**src/rtl/fff_pkg.sv**
```systemverilog
// Shared types and constants for the fastest-finger-first round controller:
// FSM state encoding, 7-segment codes and the tie-break helper.
`timescale 1ns/1ps
package fff_pkg;

  localparam int NUM_PLAYERS = 4;

  typedef enum logic [1:0] {
    IDLE    = 2'd0,
    ARMED   = 2'd1,
    LOCKED  = 2'd2,
    TIMEOUT = 2'd3
  } state_t;

  // Segment order is {a,b,c,d,e,f,g}, active-high.
  localparam logic [6:0] SEG_BLANK = 7'b0000000;
  localparam logic [6:0] SEG_DASH  = 7'b0000001;
  localparam logic [1:4][6:0] SEG_DIGIT = {
    7'b0110000,  // 1
    7'b1101101,  // 2
    7'b1111001,  // 3
    7'b0110011   // 4
  };

  // First eligible player at or after ptr, wrapping 3 -> 0. Scanning from the
  // far end down means the last hit written is the nearest one to ptr.
  function automatic logic [1:0] pick_winner(input logic [NUM_PLAYERS-1:0] elig,
                                             input logic [1:0] ptr);
    logic [1:0] idx;
    pick_winner = ptr;
    for (int k = NUM_PLAYERS - 1; k >= 0; k--) begin
      idx = ptr + 2'(k);
      if (elig[idx]) pick_winner = idx;
    end
  endfunction

endpackage

```
**src/rtl/fff_seg_decode.sv**
```systemverilog
// Combinational 7-segment decode: dash for a timed-out round, the winner's
// digit (index 0..3 shown as 1..4) while locked, blank otherwise.
`timescale 1ns/1ps
module fff_seg_decode
  import fff_pkg::*;
(
  input  logic [1:0] idx,
  input  logic       valid,
  input  logic       dash,
  output logic [6:0] seg
);

  // Dash overrides the digit; blank when neither flag is set.
  always_comb begin
    // NOTE: assigning a default first keeps every path driven, so no latch is inferred.
    seg = SEG_BLANK;
    if (dash) begin
      seg = SEG_DASH;
    end else if (valid) begin
      case (idx)
        2'd0:    seg = SEG_DIGIT[1];
        2'd1:    seg = SEG_DIGIT[2];
        2'd2:    seg = SEG_DIGIT[3];
        default: seg = SEG_DIGIT[4];
      endcase
    end
  end

endmodule

```
**src/rtl/fff_round_ctrl.sv**
```systemverilog
// Four-player fastest-finger-first round controller. Raw buttons are
// synchronised, edge-detected and registered (press lands 2 edges after the
// raw sample, the FSM acts one edge later). Presses in IDLE are fouls; the
// first eligible press in ARMED locks the round; no press within
// TIMEOUT_CYCLES ends it with a dash.
// Optional: define FFF_ROUND_ROBIN_TIE_EN for a rotating tie-break pointer;
// otherwise the lowest player index wins ties.
`timescale 1ns/1ps
module fff_round_ctrl
  import fff_pkg::*;
#(
  parameter int TIMEOUT_CYCLES = 1000,
  parameter int CNT_W          = 16
) (
  input  logic                   clk,
  input  logic                   rst,
  input  logic                   start,
  input  logic                   clear,
  input  logic [NUM_PLAYERS-1:0] player,
  output logic [6:0]             display,
  output logic [NUM_PLAYERS-1:0] decimal,
  output logic [1:0]             winner_idx,
  output logic                   locked,
  output logic                   armed,
  output logic                   timed_out,
  output logic [NUM_PLAYERS-1:0] foul
);

  localparam logic [CNT_W-1:0] CNT_LAST = CNT_W'(TIMEOUT_CYCLES - 1);

  logic [NUM_PLAYERS-1:0] sync_a, sync, sync_d, press, eligible;
  logic [NUM_PLAYERS-1:0] foul_n;
  logic [CNT_W-1:0]       cnt, cnt_n;
  logic [1:0]             win_n;
  logic [1:0]             ptr;
  state_t                 state, state_n;

  // Two-flop synchroniser, edge history and registered rising-edge pulse.
  always_ff @(posedge clk or posedge rst) begin
    if (rst) begin
      sync_a <= '0;
      sync   <= '0;
      sync_d <= '0;
      press  <= '0;
    end else begin
      // NOTE: non-blocking assignments make each flop take the previous stage's old value.
      sync_a <= player;
      sync   <= sync_a;
      sync_d <= sync;
      press  <= sync & ~sync_d;
    end
  end

  // Players fouled this round cannot win it.
  assign eligible = press & ~foul;

`ifdef FFF_ROUND_ROBIN_TIE_EN
  // Tie-break pointer moves past each new winner.
  always_ff @(posedge clk or posedge rst) begin
    if (rst)                                   ptr <= 2'd0;
    else if (state == ARMED && state_n == LOCKED) ptr <= win_n + 2'd1;
  end
`else
  assign ptr = 2'd0;
`endif

  // Round state, timeout counter, fouls and winner.
  always_ff @(posedge clk or posedge rst) begin
    if (rst) begin
      state      <= IDLE;
      cnt        <= '0;
      foul       <= '0;
      winner_idx <= 2'd0;
    end else begin
      state      <= state_n;
      cnt        <= cnt_n;
      foul       <= foul_n;
      winner_idx <= win_n;
    end
  end

  // Next-state logic; clear beats start and any press in the same cycle.
  always_comb begin
    state_n = state;
    cnt_n   = cnt;
    foul_n  = foul;
    win_n   = winner_idx;
    if (clear) begin
      state_n = IDLE;
      cnt_n   = '0;
      foul_n  = '0;
      win_n   = 2'd0;
    end else begin
      case (state)
        IDLE: begin
          foul_n = foul | press;
          if (start) begin
            state_n = ARMED;
            cnt_n   = '0;
          end
        end
        ARMED: begin
          if (eligible != '0) begin
            state_n = LOCKED;
            win_n   = pick_winner(eligible, ptr);
          end else if (cnt == CNT_LAST) begin
            state_n = TIMEOUT;
          end else begin
            cnt_n = cnt + CNT_W'(1);
          end
        end
        default: ;  // LOCKED and TIMEOUT hold until clear
      endcase
    end
  end

  assign locked    = (state == LOCKED);
  assign armed     = (state == ARMED);
  assign timed_out = (state == TIMEOUT);
  assign decimal   = locked ? (NUM_PLAYERS'(1) << winner_idx) : '0;

  fff_seg_decode u_seg (
    .idx   (winner_idx),
    .valid (locked),
    .dash  (timed_out),
    .seg   (display)
  );

endmodule
```
**config.mk**
```make
export PLATFORM = sky130hd
export DESIGN_NAME = fff_round_ctrl
export DESIGN_NICKNAME = d
export VERILOG_FILES = /design/src/rtl/fff_pkg.sv /design/src/rtl/fff_seg_decode.sv /design/src/rtl/fff_round_ctrl.sv
export SDC_FILE = /design/constraint.sdc
export NUM_CORES = 1
export LEC_CHECK = 0
export BUFFER_PORTS_ARGS = -buffer_cell sky130_fd_sc_hd__buf_2
export CORE_MARGIN = 5
export CORE_UTILIZATION = 54
export CTS_BUF_LIST = sky130_fd_sc_hd__clkbuf_16
export CTS_CLUSTER_SIZE = 40
export DETAILED_ROUTE_END_ITERATION = 10
export GPL_ROUTABILITY_DRIVEN = 1
export GPL_TIMING_DRIVEN = 0
export PLACE_DENSITY = 0.76
export SLEW_MARGIN = 20
export SYNTH_ARGS = -nofsm -noshare
export SYNTH_HDL_FRONTEND = slang
export SYNTH_HIERARCHICAL = 1
export SYNTH_SLANG_ARGS = --single-unit
```
**constraint.sdc**
```tcl
create_clock -name clk -period 4 [get_ports clk]
set_input_delay 1 -clock clk [delete_from_list [all_inputs] [get_ports clk]]
set_output_delay 1 -clock clk [all_outputs]
set_load 0.02 [all_outputs]
```
After elaboration in Yosys (flattened, before gate mapping)
Cells that the tools add are included.
{"block": "totals", "regBits": 40, "input_bits": 8}
{"block": "op_classes", "add_sub_neg": 1, "n_eq_ne": 10, "n_shift": 1, "n_mux": 23, "bitwise_logic": 5, "n_reduce_logical": 10}
{"op": "two-way mux 16 bit", "count": 4}
{"op": "one-hot mux 16 bit (2 select lines)", "count": 1}
{"op": "two-way mux 2 bit", "count": 11}
{"op": "one-hot mux 7 bit (3 select lines)", "count": 1}
{"op": "adder 16 x 1 -> 16 bit, second input constant", "count": 1}
{"op": "equality test 16 x 10 -> 1 bit, second input constant", "count": 1}
{"op": "two-way mux 7 bit", "count": 2}
{"op": "two-way mux 4 bit", "count": 3}
{"op": "inequality test 3 bit, second input constant", "count": 3}
{"op": "AND 4 bit", "count": 2}
{"op": "inverter 4 bit", "count": 2}
{"op": "equality test 2 bit, second input constant", "count": 3}
{"op": "nonzero test 2 bit", "count": 3}
{"op": "equality test 2 x 1 -> 1 bit, second input constant", "count": 2}
{"op": "zero test 2 bit", "count": 2}
{"op": "inequality test 4 x 2 -> 1 bit, second input constant", "count": 1}
{"op": "bitwise OR 4 bit", "count": 1}
{"op": "one-hot mux 2 bit (2 select lines)", "count": 1}
{"op": "AND reduction 4 bit", "count": 1}
{"op": "nonzero test 4 bit", "count": 1}
{"op": "<< shifter 1 x 2 -> 4 bit, first input constant", "count": 1}
{"op": "AND reduction 3 bit", "count": 1}
{"op": "nonzero test 3 bit", "count": 1}
{"op": "AND reduction 2 bit", "count": 1}

Depth between registers and ports, before layout
Gate-level depths: netlist (run 1).
{"block": "logic_depth", "ltp_word": 9, "mapped_depth": 6}

Cells and area by module
Netlist (run 1), hierarchy kept.
{"mod": "fff_round_ctrl", "instances": 1, "cells_each": 180, "area_each_um2": 1819.2, "seq_area_each_um2": 1001.0}
{"mod": "fff_seg_decode", "instances": 1, "cells_each": 14, "area_each_um2": 122.6, "seq_area_each_um2": 0.0}

Worst setup path before layout (run 1)
OpenSTA, ideal clock, no wires.
{"block": "synth_path", "path_kind": "register to output", "from": "register state[1]", "to": "output display[6]", "arrival_time_ns": 1.635, "slack_ns": 1.365, "path_stages_with_launch": 5, "path_cell_list": "dfrtp_1 nor2b_1 nor2b_4 and2_2 buf_4"}
{"block": "synth_via", "elab_chain_cells": 3, "word_cells_on_any_way": 4, "classes_between": "eq/ne (2); mux (2)"}
{"item": "from (decl)", "line_no": "fff_round_ctrl.sv:36", "rtl": "state_t state, state_n;"}
{"item": "from (signal assigned)", "line_no": "fff_round_ctrl.sv:75", "rtl": "state <= state_n;"}
{"item": "equality test 2 bit", "line_no": "fff_round_ctrl.sv:117", "rtl": "assign locked = (state == LOCKED);"}
{"item": "net locked", "line_no": "fff_round_ctrl.sv:23", "rtl": "output logic locked,"}
{"item": "two-way mux 7 bit", "line_no": "fff_seg_decode.sv:19", "rtl": "end else if (valid) begin"}
{"item": "two-way mux 7 bit", "line_no": "fff_seg_decode.sv:17", "rtl": "if (dash) begin"}
{"item": "to (decl)", "line_no": "fff_round_ctrl.sv:20", "rtl": "output logic [6:0] display,"}
The timed path passes the listed nets, and every way through them passes these cells.

Final worst setup path (run 1)
{"block": "layout_path", "from": "register state[1]", "to": "output display[6]"}
{"block": "layout_via", "elab_chain_cells": 3, "word_cells_on_any_way": 4, "classes_between": "eq/ne (2); mux (2)"}
{"item": "equality test 2 bit", "line_no": "fff_round_ctrl.sv:117"}
{"item": "two-way mux 7 bit", "line_no": "fff_seg_decode.sv:19"}
{"item": "two-way mux 7 bit *", "line_no": "fff_seg_decode.sv:17"}
Every way passes the cells marked *; elsewhere a longest branch is shown, timed or not.

==> flow_summary.toml, run 1 <==
[pwr]
p_leak_nw = 1.11
power.density_nw_per_um2 = 467
peakVddDrop_uv = 424

[drt]
vias = 1679
post_drt_via_cell_ratio = 6.11
wire_per_inst_um = 16.0
drt_wl_total_um = 4410
ant_nets = 0
drc_errors = 0
drt-pass1-iter-count = 5
drt_first_iter_violations = 164

[synthesis]
syn_inst = 194
synth_top_area_share = 0.515
synth.largest_area_cell = "dfrtp_1"
yosysUniqueCellTypes = 46
yosysWarningCount = 6
async_flop_share = 1.00
synth_seq_cells = 40
synth_area_per_cell_um2 = 10.0
synth_nets = 207
synth_edf_count = 0
yosysSeqAreaShare = 0.515
netlist_top_cells_count = "40 x dfrtp_1, 13 x nand2_1, 12 x nor2_1, 12 x o21ai_0, 10 x a21oi_1"
synth_flop_cell = "dfrtp_1"
yosysMostFrequentCell = "dfrtp_1"
synth.area.top_cells = "dfrtp_1 52%, ha_1 3.2%, o21ai_0 3.1%, nor2b_1 2.9%, a21oi_1 2.6%"
syn_area_um2 = 1940

[grt]
grt.total_usage = 0.192
grt_max_degree = 30
antenna_found_initial = 0
grt-ovfl-total = 0
grt_pass1_vias = 1546
grt_pass1_wl_um = 7290

[cts]
clock-root-buffer = "clkbuf_16"
numCtsBuffers = 5
htree_levels = 2
postCtsSetupBuffers = 0
cts.sinks = 40
cts_tree = "built"
cts_buffer_depth = 2
worstSkewPairLatency_ns = 0.28
hold_buffers = 0
path_clk_slew_ns = 0.06
cts.repair.resized = 0

[setup_path]
arrival_ns = 1.72
r2r-start = "cnt[12]"
ff2ff_setup_slack_ns = 1.64
r2r_cells = 5
crit_fanout = 7
worstSetupStartpointType = "register"
r2r_end = "state[0]"
startpoint = "state[1]"
cp.required_ns = 3.00
crit_path_end_kind = "primary output"
path_class = "register to primary output"

[worst_hold_path]
hold_end = "sync[2]"
hp-class = "register to register"
holdPathStages = 0
min_from = "sync_a[2]"

[floorplan]
die_w_um = 70.0
initial_core_util = 0.568
die-area_um2 = 4900
fp.dieH_um = 70.0
ios = 28
coreArea_um2 = 3420
fp-row-count = 21

[sta]
period_share = 0.679
fmax_ghz = 0.368
hold_slack_ns = 0.352
tightestPinTransition_ns = 0.598
hold_viol_final = 0
layout_min_cycle_time_ns = 2.72
fin_skew_ns = 0.00232
slew_headroom = 0.598
final-max-slew-violation-count = 0
timing.setup.tns_ns = 0
setup_viol = 0
rsz0062_at_grt = "no"

[layout]
nNetsFinal = 241
stdcell_count = 275
diodes = 0
drive_gt1_frac = 0.201
area_growth_pct = 19.3

[placement]
io_buffers = 26
placedCellCount = 267
dp_hpwl_um = 3110
gp_congestion = 0.916

[outcome]
status = "completed"

[run]
maxCapViolCount = 0
layout by cell type, fill, tap and decap left out, types with 5 or more instances in the layout:
| cell | count |
|---|---|
| dfrtp_1 | 40 |
| buf_2 | 26 |
| nand2_1 | 13 |
| nor2_1 | 12 |
| o21ai_0 | 12 |
| a21oi_1 | 10 |
| nor2b_1 | 9 |
| nand3_1 | 8 |
| a31oi_1 | 7 |
| nand2b_1 | 6 |
| nand4_1 | 5 |
| clkbuf_1 | 5 |
| and2_1 | 5 |
| inv_1 | 5 |
| ha_1 | 5 |
| clkbuf_16 | 5 |
worst max-delay path, cell delays in order, from the launching register on:
cell and delay [ns]:
dfrtp_1 0.42, nor2b_1 0.36, nor2b_4 0.25, and2_2 0.16, buf_4 0.09, buf_2 0.15
metal layers:
metal  part of all wire  track usage  vias up
li1                   -            -      771
met1               0.39        0.230      784
met2               0.48        0.299      106
met3               0.11       0.0717       18
met4              0.027        0.102        0
met5                  0            0        -
flip-flops by register name, indices dropped and copies added (netlist names):
name,count
foul,4
sync,4
state,2
cnt,16
sync_d,4
winner_idx,2
sync_a,4
press,4
metrics by stage:
stage / utilization / setup slack [ns] / total power [mW] / cell area [µm²]
after CTS: 0.678 / 1.28 / 1.09 / 2320
after global routing: 0.678 / 1.14 / 1.13 / 2320
after global placement: 0.623 / 1.52 / 0.628 / 2130
after floorplan: - / 1.37 / 0.579 / 1940
after detailed placement: 0.629 / 1.47 / 0.639 / 2150
final: 0.678 / 1.28 / 1.08 / 2320
report_power, final:
part           switching, mW  internal, mW  leakage (nW)
clock                  0.156         0.293        0.0814
combinational          0.122        0.0638         0.505
sequential            0.0210         0.426         0.521
total                  0.300         0.783          1.11
cells by family (layout without fill, tap and decap cells):
family | count (synthesis) | count (layout) | share of synthesized area
XOR/XNOR | 1 | 1 | 0.00451
buffers and inverters | 13 | 48 | 0.0271
multiplexers | 2 | 2 | 0.0110
flip-flops | 40 | 40 | 0.515
AND/OR/NAND/NOR | 86 | 86 | 0.256
adder cells (fa/ha/maj) | 5 | 5 | 0.0322
AO/OA/AOI/OAI | 47 | 47 | 0.154
cell type report:
class                           count  area (µm²)
Buffer                              7        30.0
Clock buffer                        5         125
Clock inverter                      3        42.5
Fill cell                         281        1100
Inverter                            6        22.5
Multi-Input combinational cell    141         888
Sequential cell                    40        1000
Tap cell                           46        57.6
Timing Repair Buffer               27         150
worst max path at each step:
stage	end	slack [ns]	depth (start not counted)
6_report	display[6]	1.28	5
5_1_grt	display[6]	1.14	5
4_1_cts	display[6]	1.28	5
3_5_place_dp	cnt[12]	1.47	6
3_3_place_gp	cnt[7]	1.52	6
2_1_floorplan	display[6]	1.37	4
No activity file was read; power rests on OpenSTA's default activity.
==> inputs of run 2 (changes only) <==
--- a/config.mk
+++ b/config.mk
@@ -7,13 +7,13 @@
 export LEC_CHECK = 0
 export BUFFER_PORTS_ARGS = -buffer_cell sky130_fd_sc_hd__buf_2
 export CORE_MARGIN = 5
-export CORE_UTILIZATION = 54
+export CORE_UTILIZATION = 51
 export CTS_BUF_LIST = sky130_fd_sc_hd__clkbuf_16
 export CTS_CLUSTER_SIZE = 40
 export DETAILED_ROUTE_END_ITERATION = 10
 export GPL_ROUTABILITY_DRIVEN = 1
 export GPL_TIMING_DRIVEN = 0
-export PLACE_DENSITY = 0.76
+export PLACE_DENSITY = 0.75
 export SLEW_MARGIN = 20
 export SYNTH_ARGS = -nofsm -noshare
 export SYNTH_HDL_FRONTEND = slang
==> constraint.sdc (replaced) <==
create_clock -name clk -period 2.3 [get_ports clk]
set_input_delay 0.575 -clock clk [delete_from_list [all_inputs] [get_ports clk]]
set_output_delay 0.575 -clock clk [all_outputs]
set_load 0.02 [all_outputs]
==> run 2 against run 1 <==
  * Clock skew barely moved
  * Via count fell by 5.8%
  * Core utilization fell by 4.3 points
  * Flip-flop and latch count did not move
  * Global-route usage fell by 2.6 points
  * Hold slack got worse by 0.13 ns
  * Worst setup slack got worse by 1.2 ns
  * Critical path depth did not move
  * Largest cell class unchanged
  * Largest power group is now sequential cells
  * Highest routed layer unchanged
==> flow_summary.toml, run 2 (same netlist as run 1, synthesis figures left out) <==
[cts]
hold_buffers = 0
numCtsBuffers = 5
worstSkewPairLatency_ns = 0.28
cts.sinks = 40
htree_levels = 2
cts_tree = "built"
clock-root-buffer = "clkbuf_16"
path_clk_slew_ns = 0.06
cts_buffer_depth = 2

[floorplan]
fp.dieH_um = 71.7
die-area_um2 = 5140
die_w_um = 71.7
ios = 28
initial_core_util = 0.526
coreArea_um2 = 3690
fp-row-count = 22

[placement]
gp_congestion = 0.922
placedCellCount = 269
dp_hpwl_um = 2820
io_buffers = 26

[sta]
hold_viol_final = 0
fin_skew_ns = 0.00225
hold_slack_ns = 0.217
setup_viol = 0
fmax_ghz = 0.443
tightestPinTransition_ns = 0.574
final-max-slew-violation-count = 0
layout_min_cycle_time_ns = 2.26
timing.setup.tns_ns = 0
slew_headroom = 0.614
period_share = 0.982

[setup_path]
r2r_cells = 5
crit_path_end_kind = "register"
path_class = "register to register"
r2r-start = "cnt[15]"
cp.required_ns = 2.46
startpoint = "cnt[15]"
arrival_ns = 2.42
worstSetupStartpointType = "register"
crit_fanout = 5
r2r_end = "state[0]"
cp-endpoint = "state[0]"
ff2ff_setup_slack_ns = 0.04

[pwr]
peakVddDrop_uv = 438
power_mw = 1.88
p_leak_nw = 1.12
power.density_nw_per_um2 = 802

[worst_hold_path]
hp-class = "input port to asynchronous set/reset pin"

[layout]
area_growth_pct = 20.7
nNetsFinal = 242
regMostFlops = "cnt"
diodes = 0
final_cell_mix = "40 x dfrtp_1, 26 x buf_2, 13 x nand2_1"
drive_gt1_frac = 0.222
stdcell_count = 278
layout_commonest_cell = "dfrtp_1"
largest_register_ffs = 16

[drt]
ant_nets = 0
vias = 1582
wire_per_inst_um = 14.2
drc_errors = 0
drt_wl_total_um = 3940
post_drt_via_cell_ratio = 5.69
drt-pass1-iter-count = 4
drt_first_iter_violations = 116

[run]
maxCapViolCount = 0

[grt]
grt_pass1_vias = 1470
grt_max_degree = 31
grt.total_usage = 0.166
antenna_found_initial = 0
grt-ovfl-total = 0
grt_pass1_wl_um = 6830

[outcome]
status = "completed"
==> run 2: where the power goes <==
part           internal [mW]  switching [mW]
registers              0.741          0.0373
clock network          0.509           0.267
logic                  0.114           0.210
total                   1.36           0.515
==> run 2: routing by layer <==
layer / up-vias / track usage / part of all wire
met1: 742 / 0.228 / 0.45
met5: - / 0 / 0
li1: 772 / - / -
met2: 58 / 0.261 / 0.46
met4: 0 / 0.0668 / 0.020
met3: 10 / 0.0281 / 0.064
==> run 2: critical path: stages (launching register included) <==
cell	delay [ns]
dfrtp_1	0.40
or4_4	0.55
or4_4	0.53
and2_4	0.20
a21oi_2	0.14
mux2_1	0.32
==> run 2: stage by stage <==
stage / instance area, µm² / worst slack, ns / utilization
after detailed placement: 2150 / -0.0299 / 0.583
after global placement: 2130 / -0.00586 / 0.578
after CTS: 2330 / 0.0314 / 0.631
final: 2340 / 0.0407 / 0.635
after floorplan: 1940 / 0.0812 / -
after global routing: 2340 / -0.00195 / 0.635
==> run 2: worst min path at each step <==
stage	start	to	cells after the start
floorplan	sync_a[0]	sync[0]	0
global placement	sync_a[0]	sync[0]	0
CTS	rst	cnt[3]	2
global route	rst	cnt[3]	2
detailed placement	sync_a[3]	sync[3]	0
finish	rst	cnt[3]	2
==> run 2: cell type report <==
type,count,area [µm²]
fill,321,1350
sequential,40,1000
multi-input combinational,141,903
timing repair buffer,28,158
clock buffer,5,125
tap,48,60.1
clock inverter,3,42.5
buffer,7,31.3
inverter,6,22.5
==> run 2: repair_timing <==
item                                    in CTS  in global routing
gates resized for setup                      2                  3
cloned                                       0                  0
pin swaps                                    1                  0
setup buffers                                0                  1
endpoints found under the setup margin       2                  4
endpoints found under the hold margin        0                  0
==> inputs of run 3 (changes only) <==
--- a/config.mk
+++ b/config.mk
@@ -5,15 +5,15 @@
 export SDC_FILE = /design/constraint.sdc
 export NUM_CORES = 1
 export LEC_CHECK = 0
-export BUFFER_PORTS_ARGS = -buffer_cell sky130_fd_sc_hd__buf_2
 export CORE_MARGIN = 5
-export CORE_UTILIZATION = 51
+export CORE_UTILIZATION = 54
 export CTS_BUF_LIST = sky130_fd_sc_hd__clkbuf_16
 export CTS_CLUSTER_SIZE = 40
 export DETAILED_ROUTE_END_ITERATION = 10
+export DONT_BUFFER_PORTS = 1
 export GPL_ROUTABILITY_DRIVEN = 1
 export GPL_TIMING_DRIVEN = 0
-export PLACE_DENSITY = 0.75
+export PLACE_DENSITY = 0.72
 export SLEW_MARGIN = 20
 export SYNTH_ARGS = -nofsm -noshare
 export SYNTH_HDL_FRONTEND = slang
==> run 3 against run 2 <==
  * Flip-flop and latch count stayed put
  * Non-clock buffer count is 22 lower
  * Core utilization is 2.5 points higher
  * Cell area is 3.7% lower
  * Critical path type unchanged
  * Highest routed layer unchanged
==> flow_summary.toml, run 3 (same netlist as run 1, synthesis figures left out) <==
[setup_path]
worstSetupStartpointType = "register"
cpMaxStageDelayCell = "or4_4"
worst-path-buf-inv = 0
r2r-start = "cnt[15]"
crit_cells = 5
timing.critical_path.mode_cell = "or4_4"
crit_path_end_kind = "register"
worstPathCellList = "or4_4 > or4_4 > and2_4 > a21oi_2 > mux2_1"
startpoint = "cnt[15]"
path_class = "register to register"
r2r_end = "state[0]"
cp-endpoint = "state[0]"
slowest_delay_ns = 0.54
arrival_ns = 2.41
path_delay_family = "simple AND/OR/NAND/NOR gates"
cp.required_ns = 2.46
r2r_cells = 5
ff2ff_setup_slack_ns = 0.05
crit_fanout = 5

[grt]
antenna_found_initial = 0
grt_max_degree = 23
grt.total_usage = 0.168
grt_pass1_vias = 1459
grt_pass1_wl_um = 6650
grt-ovfl-total = 0

[sta]
fin_ws_ns = 0.0456
layout_min_cycle_time_ns = 2.25
period_share = 0.980
fmax_ghz = 0.444
final-max-slew-violation-count = 0
tightestPinTransition_ns = 0.672
fin_skew_ns = 0.00510
slew_headroom = 0.551
hold_viol_final = 0
setup_viol = 0

[run]
maxCapViolCount = 0

[cts]
cts_tree = "built"
hold_buffers = 0
cts.sinks = 40
numCtsBuffers = 5
clock-root-buffer = "clkbuf_16"
cts_buffer_depth = 2
worstSkewPairLatency_ns = 0.28
path_clk_slew_ns = 0.06
htree_levels = 2

[floorplan]
die-area_um2 = 4900
coreArea_um2 = 3420
fp-row-count = 21
fp.dieH_um = 70.0
initial_core_util = 0.568
die_w_um = 70.0
ios = 28

[layout]
layout_commonest_cell = "dfrtp_1"
regMostFlops = "cnt"
nNetsFinal = 220
drive_gt1_frac = 0.159
stdcell_count = 254
final_cell_mix = "36 x dfrtp_1, 13 x nand2_1, 12 x nor2_1, 12 x o21ai_0, 10 x a21oi_1"
diodes = 0
area_growth_pct = 16.2
largest_register_ffs = 16

[pwr]
power.density_nw_per_um2 = 829
p_int_mw = 1.36
p_switching_mw = 0.512
p_clk_frac = 0.413
switching_share = 0.274
peakVddDrop_uv = 553
p_leak_nw = 1.01
p_comb_frac = 0.163
p_seq_frac = 0.424

[placement]
place_ws_ns = -0.0826
placedCellCount = 241
gp_congestion = 0.903
io_buffers = 0
dp_hpwl_um = 2760

[worst_hold_path]
hp-class = "input port to asynchronous set/reset pin"

[drt]
drt-pass1-iter-count = 4
ant_nets = 0
wire_per_inst_um = 15.7
drt_wl_total_um = 3980
post_drt_via_cell_ratio = 6.21
drc_errors = 0
vias = 1578
drt_first_iter_violations = 130

[outcome]
status = "completed"
-- run 3: cell types whose count changed in the layout (fill, tap and decap cells not counted), sizes merged --
cell  delta
buf     -22
-- run 3: worst min-delay path by stage --
| stage | start | end | slack [ns] | cells after the start |
|---|---|---|---|---|
| after floorplan | sync_a[0] | sync[0] | 0.33 | 0 |
| after global placement | sync_a[1] | sync[1] | 0.33 | 0 |
| after detailed placement | sync_a[3] | sync[3] | 0.33 | 0 |
| after CTS | rst | cnt[4] | 0.20 | 1 |
| after global routing | rst | cnt[2] | 0.22 | 1 |
| final | rst | cnt[2] | 0.19 | 1 |
-- run 3: cell type report --
| class | count | area, µm² |
|---|---|---|
| repair buffers | 6 | 65.1 |
| inverters | 6 | 22.5 |
| multi-input cells | 141 | 903 |
| flip-flops and latches | 40 | 1010 |
| fillers | 258 | 1160 |
| plain buffers | 7 | 35.0 |
| clock inverters | 3 | 42.5 |
| clock buffers | 5 | 125 |
| well taps | 46 | 57.6 |
-- run 3: what timing repair did --
item                                    in CTS  in global routing
buffers inserted                             1                  4
endpoints found under the setup margin      14                 11
pin swaps                                    1                  1
resized for setup                            5                  6
endpoints found under the hold margin        0                  0
-- run 3: power groups by stage --
stage                     logic (mW)  registers [mW]  clock network, mW
after floorplan                0.212           0.795                  0
after global placement         0.256           0.803                  0
after detailed placement       0.269           0.805                  0
after CTS                      0.277           0.796              0.786
after global routing           0.333           0.800              0.828
final                          0.304           0.794              0.773
-- run 3: per-stage QoR --
step / power (mW) / instance area, µm² / hold WS, ns / TNS (ns) / utilization
finish: 1.87 / 2260 / 0.192 / 0 / 0.661
global route: 1.96 / 2260 / 0.215 / -0.00623 / 0.661
CTS: 1.86 / 2210 / 0.201 / 0 / 0.648
detailed placement: 1.07 / 2030 / 0.335 / -0.194 / 0.593
global placement: 1.06 / 2000 / 0.332 / -0.0307 / 0.585
floorplan: 1.01 / 1940 / 0.331 / 0 / -
-- run 3: metal layers --
layer / up-vias / part of all wire / routed length, µm / global-route usage
li1: 729 / - / - / -
met1: 771 / 0.42 / 1670 / 0.213
met2: 73 / 0.49 / 1960 / 0.272
met3: 5 / 0.078 / 311 / 0.0459
met4: 0 / 0.011 / 42 / 0.0660
met5: - / 0 / 0 / 0
